## config.mk

```make
export PLATFORM = sky130hd
export DESIGN_NAME = s_spi_slave
export DESIGN_NICKNAME = d
export VERILOG_FILES = /design/src/rtl/s_spi_slave.sv
export SDC_FILE = /design/constraint.sdc
export NUM_CORES = 1
export LEC_CHECK = 0
export BUFFER_PORTS_ARGS = -buffer_cell sky130_fd_sc_hd__buf_4
export CELL_PAD_IN_SITES_DETAIL_PLACEMENT = 1
export CELL_PAD_IN_SITES_GLOBAL_PLACEMENT = 2
export CORE_UTILIZATION = 25
export DETAILED_ROUTE_END_ITERATION = 6
export PLACE_DENSITY_LB_ADDON = 0.1
export SLEW_MARGIN = 20
export SYNTH_ARGS = -nofsm -noshare
export SYNTH_HDL_FRONTEND = slang
export SYNTH_SLANG_ARGS = --single-unit
```

## constraint.sdc

```tcl
create_clock -name clk -period 26 [get_ports clk]
set_input_delay 1.3 -clock clk [delete_from_list [all_inputs] [get_ports clk]]
set_output_delay 1.3 -clock clk [all_outputs]
set_load 0.05 [all_outputs]
```

## src/rtl/s_spi_slave.sv

```systemverilog
// SPI mode-0 slave: oversamples sclk/ss_n/mosi, captures one byte per frame into a
// receive buffer and shifts back "SLAVE" (or, with S_SPI_SLAVE_LOOPBACK_EN, the last byte).
module s_spi_slave #(
  parameter int DATA_WIDTH  = 8,
  parameter int MSG_DEPTH   = 64,
  parameter int SYNC_STAGES = 2,
  localparam int IDX_W      = $clog2(MSG_DEPTH)
) (
  input  logic                  clk,
  input  logic                  rst,
  input  logic                  sclk,
  input  logic                  ss_n,
  input  logic                  mosi,
  output logic                  miso,
  input  logic                  clear,
  output logic [DATA_WIDTH-1:0] rx_data,
  output logic                  rx_valid,
  output logic [IDX_W-1:0]      rx_index,
  output logic                  frame_err,
  output logic                  busy,
  input  logic [IDX_W-1:0]      rd_addr,
  output logic [DATA_WIDTH-1:0] rd_data
);

  typedef enum logic [1:0] {
    WAIT_IDLE,
    IDLE,
    SHIFT,
    COMMIT
  } state_t;

  state_t                  state;
  logic [SYNC_STAGES-1:0]  sclk_sync;
  logic [SYNC_STAGES-1:0]  ss_n_sync;
  logic [SYNC_STAGES-1:0]  mosi_sync;
  logic                    sclk_prev;
  logic                    ss_n_prev;
  logic                    sclk_s;
  logic                    ss_n_s;
  logic                    mosi_s;
  logic                    sclk_rise;
  logic                    sclk_fall;
  logic                    ss_fall;
  logic                    ss_rise;
  logic [DATA_WIDTH-1:0]   tx_shift;
  logic [DATA_WIDTH-1:0]   rx_shift;
  logic [DATA_WIDTH-1:0]   tx_load;
  logic [3:0]              bit_cnt;
  logic [IDX_W-1:0]        tx_index;
  logic                    commit_ok;
  logic [DATA_WIDTH-1:0]   buffer [MSG_DEPTH];

  // ss_n resets low so a frame already in progress at reset release never looks idle.
  always_ff @(posedge clk or posedge rst) begin
    if (rst) begin
      sclk_sync <= '0;
      ss_n_sync <= '0;
      mosi_sync <= '0;
      sclk_prev <= 1'b0;
      ss_n_prev <= 1'b0;
    end else begin
      sclk_sync <= {sclk_sync[SYNC_STAGES-2:0], sclk};
      ss_n_sync <= {ss_n_sync[SYNC_STAGES-2:0], ss_n};
      mosi_sync <= {mosi_sync[SYNC_STAGES-2:0], mosi};
      sclk_prev <= sclk_s;
      ss_n_prev <= ss_n_s;
    end
  end

  assign sclk_s    = sclk_sync[SYNC_STAGES-1];
  assign ss_n_s    = ss_n_sync[SYNC_STAGES-1];
  assign mosi_s    = mosi_sync[SYNC_STAGES-1];
  assign sclk_rise = sclk_s & ~sclk_prev;
  assign sclk_fall = ~sclk_s & sclk_prev;
  assign ss_fall   = ~ss_n_s & ss_n_prev;
  assign ss_rise   = ss_n_s & ~ss_n_prev;

  function automatic logic [DATA_WIDTH-1:0] msg_byte(input logic [IDX_W-1:0] idx);
    logic [7:0] ch;
    case (idx)
      IDX_W'(0): ch = 8'h53;
      IDX_W'(1): ch = 8'h4C;
      IDX_W'(2): ch = 8'h41;
      IDX_W'(3): ch = 8'h56;
      IDX_W'(4): ch = 8'h45;
      default:   ch = 8'h00;
    endcase
    return DATA_WIDTH'(ch);
  endfunction

`ifdef S_SPI_SLAVE_LOOPBACK_EN
  assign tx_load = rx_data;
`else
  assign tx_load = msg_byte(tx_index);
`endif

  assign commit_ok = (state == COMMIT) && (bit_cnt == 4'(DATA_WIDTH)) && !clear;
  assign busy      = (state == SHIFT) || (state == COMMIT);

  always_ff @(posedge clk or posedge rst) begin
    if (rst) begin
      state     <= WAIT_IDLE;
      tx_shift  <= '0;
      rx_shift  <= '0;
      bit_cnt   <= '0;
      rx_index  <= '0;
      tx_index  <= '0;
      rx_data   <= '0;
      rx_valid  <= 1'b0;
      frame_err <= 1'b0;
      miso      <= 1'b0;
    end else begin
      rx_valid  <= 1'b0;
      frame_err <= 1'b0;
      miso      <= (state == SHIFT) ? tx_shift[DATA_WIDTH-1] : 1'b0;
      case (state)
        WAIT_IDLE: begin
          if (ss_n_s) state <= IDLE;
        end
        IDLE: begin
          if (ss_fall && !clear) begin
            tx_shift <= tx_load;
            bit_cnt  <= '0;
            state    <= SHIFT;
          end
        end
        SHIFT: begin
          if (clear) begin
            state <= WAIT_IDLE;
          end else if (ss_rise) begin
            state <= COMMIT;
          end else begin
            if (sclk_rise) begin
              rx_shift <= {rx_shift[DATA_WIDTH-2:0], mosi_s};
              if (bit_cnt != 4'd15) bit_cnt <= bit_cnt + 4'd1;
            end
            if (sclk_fall) tx_shift <= {tx_shift[DATA_WIDTH-2:0], 1'b0};
          end
        end
        COMMIT: begin
          state <= IDLE;
          if (commit_ok) begin
            rx_data  <= rx_shift;
            rx_valid <= 1'b1;
            rx_index <= rx_index + 1'b1;
            tx_index <= tx_index + 1'b1;
          end else if (!clear) begin
            frame_err <= 1'b1;
          end
        end
        default: state <= WAIT_IDLE;
      endcase
      if (clear) begin
        rx_index <= '0;
        tx_index <= '0;
      end
    end
  end

  // A write to slot 0 wipes every other slot so each new message starts clean.
  for (genvar gi = 0; gi < MSG_DEPTH; gi++) begin : g_entry
    logic [DATA_WIDTH-1:0] entry_reg;
    always_ff @(posedge clk or posedge rst) begin
      if (rst) begin
        entry_reg <= '0;
      end else if (clear) begin
        entry_reg <= '0;
      end else if (commit_ok) begin
        if (rx_index == IDX_W'(gi)) entry_reg <= rx_shift;
        else if (rx_index == '0)    entry_reg <= '0;
      end
    end
    assign buffer[gi] = entry_reg;
  end

  assign rd_data = buffer[rd_addr];

endmodule
```

# [Yosys cells after proc, flatten, opt, wreduce, memory -nomap -nowiden]
# Index checks and enable logic that the tools add are counted.
[totals] ff_bits=565 inputBits=12 out_inout_bits=26 word_cells=544
[classes] add_sub_neg=3 n_lt_le_gt_ge=1 n_eq_ne=80 muxes=225 bitwise_logic=11 reduce_logical=145
[ops] cell="$mux 8" count=199
[ops] cell="$eq 6x6->1 const B" count=32
[ops] cell="$reduce_bool 3->1" count=63
[ops] cell="$reduce_and 2->1" count=66
[ops] cell="$eq 6x5->1 const B" count=16
[ops] cell="$bmux 8 s6" count=1
[ops] cell="$eq 6x4->1 const B" count=8
[ops] cell="$mux 6" count=6
[ops] cell="$pmux 7 s5" count=1
[ops] cell="$eq 6x3->1 const B" count=5
[ops] cell="$eq 6x2->1 const B" count=4
[ops] cell="$mux 4" count=5
[ops] cell="$pmux 8 s2" count=1
[ops] cell="$add 6x1->6 const B" count=2
[ops] cell="$eq 6x1->1 const B" count=2
[ops] cell="$logic_not 6->1" count=2
[ops] cell="$ne 2x2->1 const B" count=6
[ops] cell="$mux 2" count=4
[ops] cell="$pmux 2 s4" count=1
[ops] cell="$pmux 4 s2" count=1
[ops] cell="$reduce_bool 2->1" count=4
[ops] cell="$ge 7x7->1 const B" count=1
[ops] cell="$not 6->7" count=1
[ops] cell="$mux 1" count=6
[ops] cell="other kinds (17)" count=28

# [Logic depth before layout (Yosys ltp)]
[depth] ltp_word=6 ltp_mapped=11 mapped_depth_nobuf=7

# [Worst setup path after synthesis]
# No wires, ideal clock.
[synth_timing] kind="input-to-output" startpoint="input rd_addr[1]" endpoint="output rd_data[0]" arrival_time_ns=3.495 t_required_ns=24.700 slack_ns=21.205 stages=8 path_buffers=3 path_cell_list="buf_4 -> buf_4 -> buf_2 -> mux4_2 -> a22oi_1 -> a31oi_1 -> a21oi_1 -> o21ai_0"
[synth_via] elab_chain_cells=4
[synth_lines] item="start, declared" line="21" text="input logic [IDX_W-1:0] rd_addr,"
[synth_lines] item="$not 6->7 (not written as such)" line="176" text="assign rd_data = buffer[rd_addr];"
[synth_lines] item="$bmux 8 s6" line="176"
[synth_lines] item="$mux 8 (not written as such) (2 in a row)" line="176"
[synth_lines] item="end, declared" line="22" text="output logic [DATA_WIDTH-1:0] rd_data"
# Every way passes these cells. The select of a mux whose other input is x is not followed.

# [Worst setup path in the final report]
[layout_timing] startpoint="input rd_addr[0]" endpoint="output rd_data[0]"
# The elaborated chain is that of the path after synthesis.

==> impl_metrics.ini <==
[place]
port_buffers = 37
dpl_worst_slack_ns = 19.02
gp_congestion = 0.8030
detailed_place_hpwl_um = 60940

[floorplanning]
io_pins = 38
die_x_um = 322.0
design.core.area_sq_um = 101600
die_area_sq_um = 103700
initial_core_util_pct = 25.19
die_h_um = 322.0
rows = 117

[setup_path]
critPathCaptureType = primary output
cp.arrival_ns = 5.62
crit_required_ns = 24.70
worstSetupPathType = input port to primary output
rrSetupSlack_ns = 22.37
cp_max_fo = 54
cp-start-kind = input port

[power]
p_clk_share_pct = 49.2
seqPwrFrac_pct = 43.7
powerDensity_nw_per_um2 = 69.61
comb_power_share_pct = 7.2
switching_share_pct = 25.30
leakage_nw = 12.46
ir_drop_uv = 44.77
p_switching_mw = 0.5189
cellInternalPower_mw = 1.532

[timing]
tightest_slew_ns = 1.104
rsz0062_at_grt = no
min_period_ns = 6.917
setup_viol = 0
finalHoldViolCount = 0
skew_ns = 0.02868
min_period_over_period_pct = 26.60
slew_viol_final = 0
max_freq_mhz = 144.6
fin_ws_ns = 19.08
tns_ns = 0
max_slew_margin_pct = 26.12
whs_ns = 0.3471

[clock_tree]
clock_latency_ns = 0.63
holdBufCountCts = 0
clock_path_buffers = 3
cts_tree = built
cts-root-buf = clkbuf_16
cts_setup_buffers = 0
cts_made_buffers = 72
clkTransAtPathRegs_ns = 0.05
cts.htree.levels = 3
cts_resized = 0
clkSinkCount = 565

[logic_synthesis]
ys_warn_count = 0
synth_top_family_by_area = compound AO/OA/AOI/OAI gates
synth-edff-count = 0
synth_fa_ha_area_share_pct = 0.6844
synth_seq_cells = 565
ys_async_sr_fraction_pct = 100.0
postSynthAreaPerCell_sq_um = 12.04
yosys-top-cells-count = dfrtp_1 (565), nand3_1 (302), o21ai_0 (293), a22o_1 (233), mux4_2 (126)
syn_inst = 2126
synthSimpleGateAreaFrac_pct = 10.76
ys.flop_type = dfrtp_1
synth-xor-area-share_pct = 0.2396
synth_nets = 2152
synth_compound_area_share_pct = 16.47
synth_top_area_cell = dfrtp_1
yosysMostFrequentCell = dfrtp_1
synth_area_sq_um = 25590
synth_top_area_share_pct = 55.24
yosys-top-cells-area = dfrtp_1 (55%), mux4_2 (11%), a22o_1 (8.0%)
ys_seq_area_share_pct = 55.24
synth.area.mux_share_pct = 12.96
yosysUniqueCellTypes = 58

[cells_and_area]
drive_gt1_share_pct = 18.23
largest_reg_flops = 512
fin_nets = 2124
multi_input_area_sq_um = 10560
seqCellArea_sq_um = 14140
n_antenna_cell = 0
fill_cells = 11070
syn2layout_area_growth_pct = 15.13

[drt]
drtIter0Drc = 1140
ant_nets = 0
vias = 18150
post-route-drc-count = 0
post_drt_wl_per_cell_um = 27.21
drt-vias-per-instance = 5.159
dr.pass1.iters = 7
drt-total-wl_um = 95720

[hold_path]
holdCritPathClass = flop to flop

[global_routing]
grt_pass1_wl_um = 144400
track_usage_pct = 18.91
grt_pass1_vias = 19640
grt_max_degree = 118
overflow = 0
antenna_found_initial = 4

[status]
status = completed

[run]
maxCapViolCount = 0
[layout make-up]
type / instances / area share (%)
well taps: 1368 / 5.809
multi-input cells: 1359 / 35.84
inverters: 19 / 0.2675
flip-flops and latches: 565 / 47.99
clock buffers: 108 / 7.380
repair buffers: 81 / 2.123
clock inverters: 18 / 0.5988
[cells by family after synthesis]
logic type	after synthesis
AO/OA/AOI/OAI	619
XOR/XNOR	7
adder cells (fa/ha/maj)	14
buffers and inverters	202
flip-flops	565
multiplexers	171
AND/OR/NAND/NOR	548
[path summary, 6_finish.rpt]
check / start / endpoint / cells past startpoint
setup / recovery: rd_addr[0] / rd_data[0] / 9
hold / removal: sclk_sync[0] / sclk_sync[1] / 0
setup reg to reg: rx_index[3] / g_entry[11].entry_reg[7] / 8
hold reg to reg: sclk_sync[0] / sclk_sync[1] / 0
max in group asynchronous: rst / g_entry[21].entry_reg[0] / 5
min in group asynchronous: rst / g_entry[40].entry_reg[0] / 2
[power by group through the flow]
stage / Combinational, mW / Sequential, mW / Clock, mW
4_1_cts: 0.152 / 0.896 / 1.05
3_3_place_gp: 0.150 / 0.911 / 0
2_1_floorplan: 0.0979 / 0.911 / 0
3_5_place_dp: 0.151 / 0.912 / 0
5_1_grt: 0.162 / 0.896 / 1.07
6_report: 0.147 / 0.896 / 1.01
[layout by cell type, fill, tap and decap left out, drive strengths merged, types with 4 or more instances in the layout]
cell type  instances
buf               80
mux2i             23
inv               18
nand3            303
o21ai            295
dfrtp            565
a21oi             15
o22ai             18
mux4             126
or2                5
o2111ai            5
nor3               7
nand2             74
xnor2              4
nor2b             25
a22o             233
ha                14
nand4              7
clkinv            16
o221ai             6
nor2             100
nand2b            13
a31oi             10
clkbuf           109
a22oi             10
mux2              22
a2111oi            4
o2bb2ai            4
[critical path: stages]
cell	delay [ns]
clkbuf_8	0.54
buf_4	0.70
buf_4	0.70
mux4_2	0.59
o22ai_1	0.21
nor2_1	0.07
o21ai_0	0.64
o21ai_0	0.44
buf_4	0.31
[metrics by stage]
stage	utilization, %	area (sq um)	power [mW]	std cells
3_5_place_dp	26.68	27110	1.063	3392
5_1_grt	29.00	29460	2.132	3518
4_1_cts	28.99	29460	2.093	3518
6_report	29.00	29460	2.051	3518
3_3_place_gp	26.68	27110	1.061	3392
2_1_floorplan	-	25590	1.009	2126
[layer usage]
| layer | wire, um | GRT usage [%] | part of all wire [%] | vias up |
|---|---|---|---|---|
| met3 | 2929 | 2.597 | 3.1 | 124 |
| met4 | 2102 | 4.762 | 2.2 | 0 |
| met1 | 44630 | 26.17 | 47 | 9740 |
| met5 | 0 | 0 | 0 | - |
| li1 | - | - | - | 7985 |
| met2 | 46060 | 31.02 | 48 | 299 |
No activity file was read; power rests on OpenSTA's default activity.
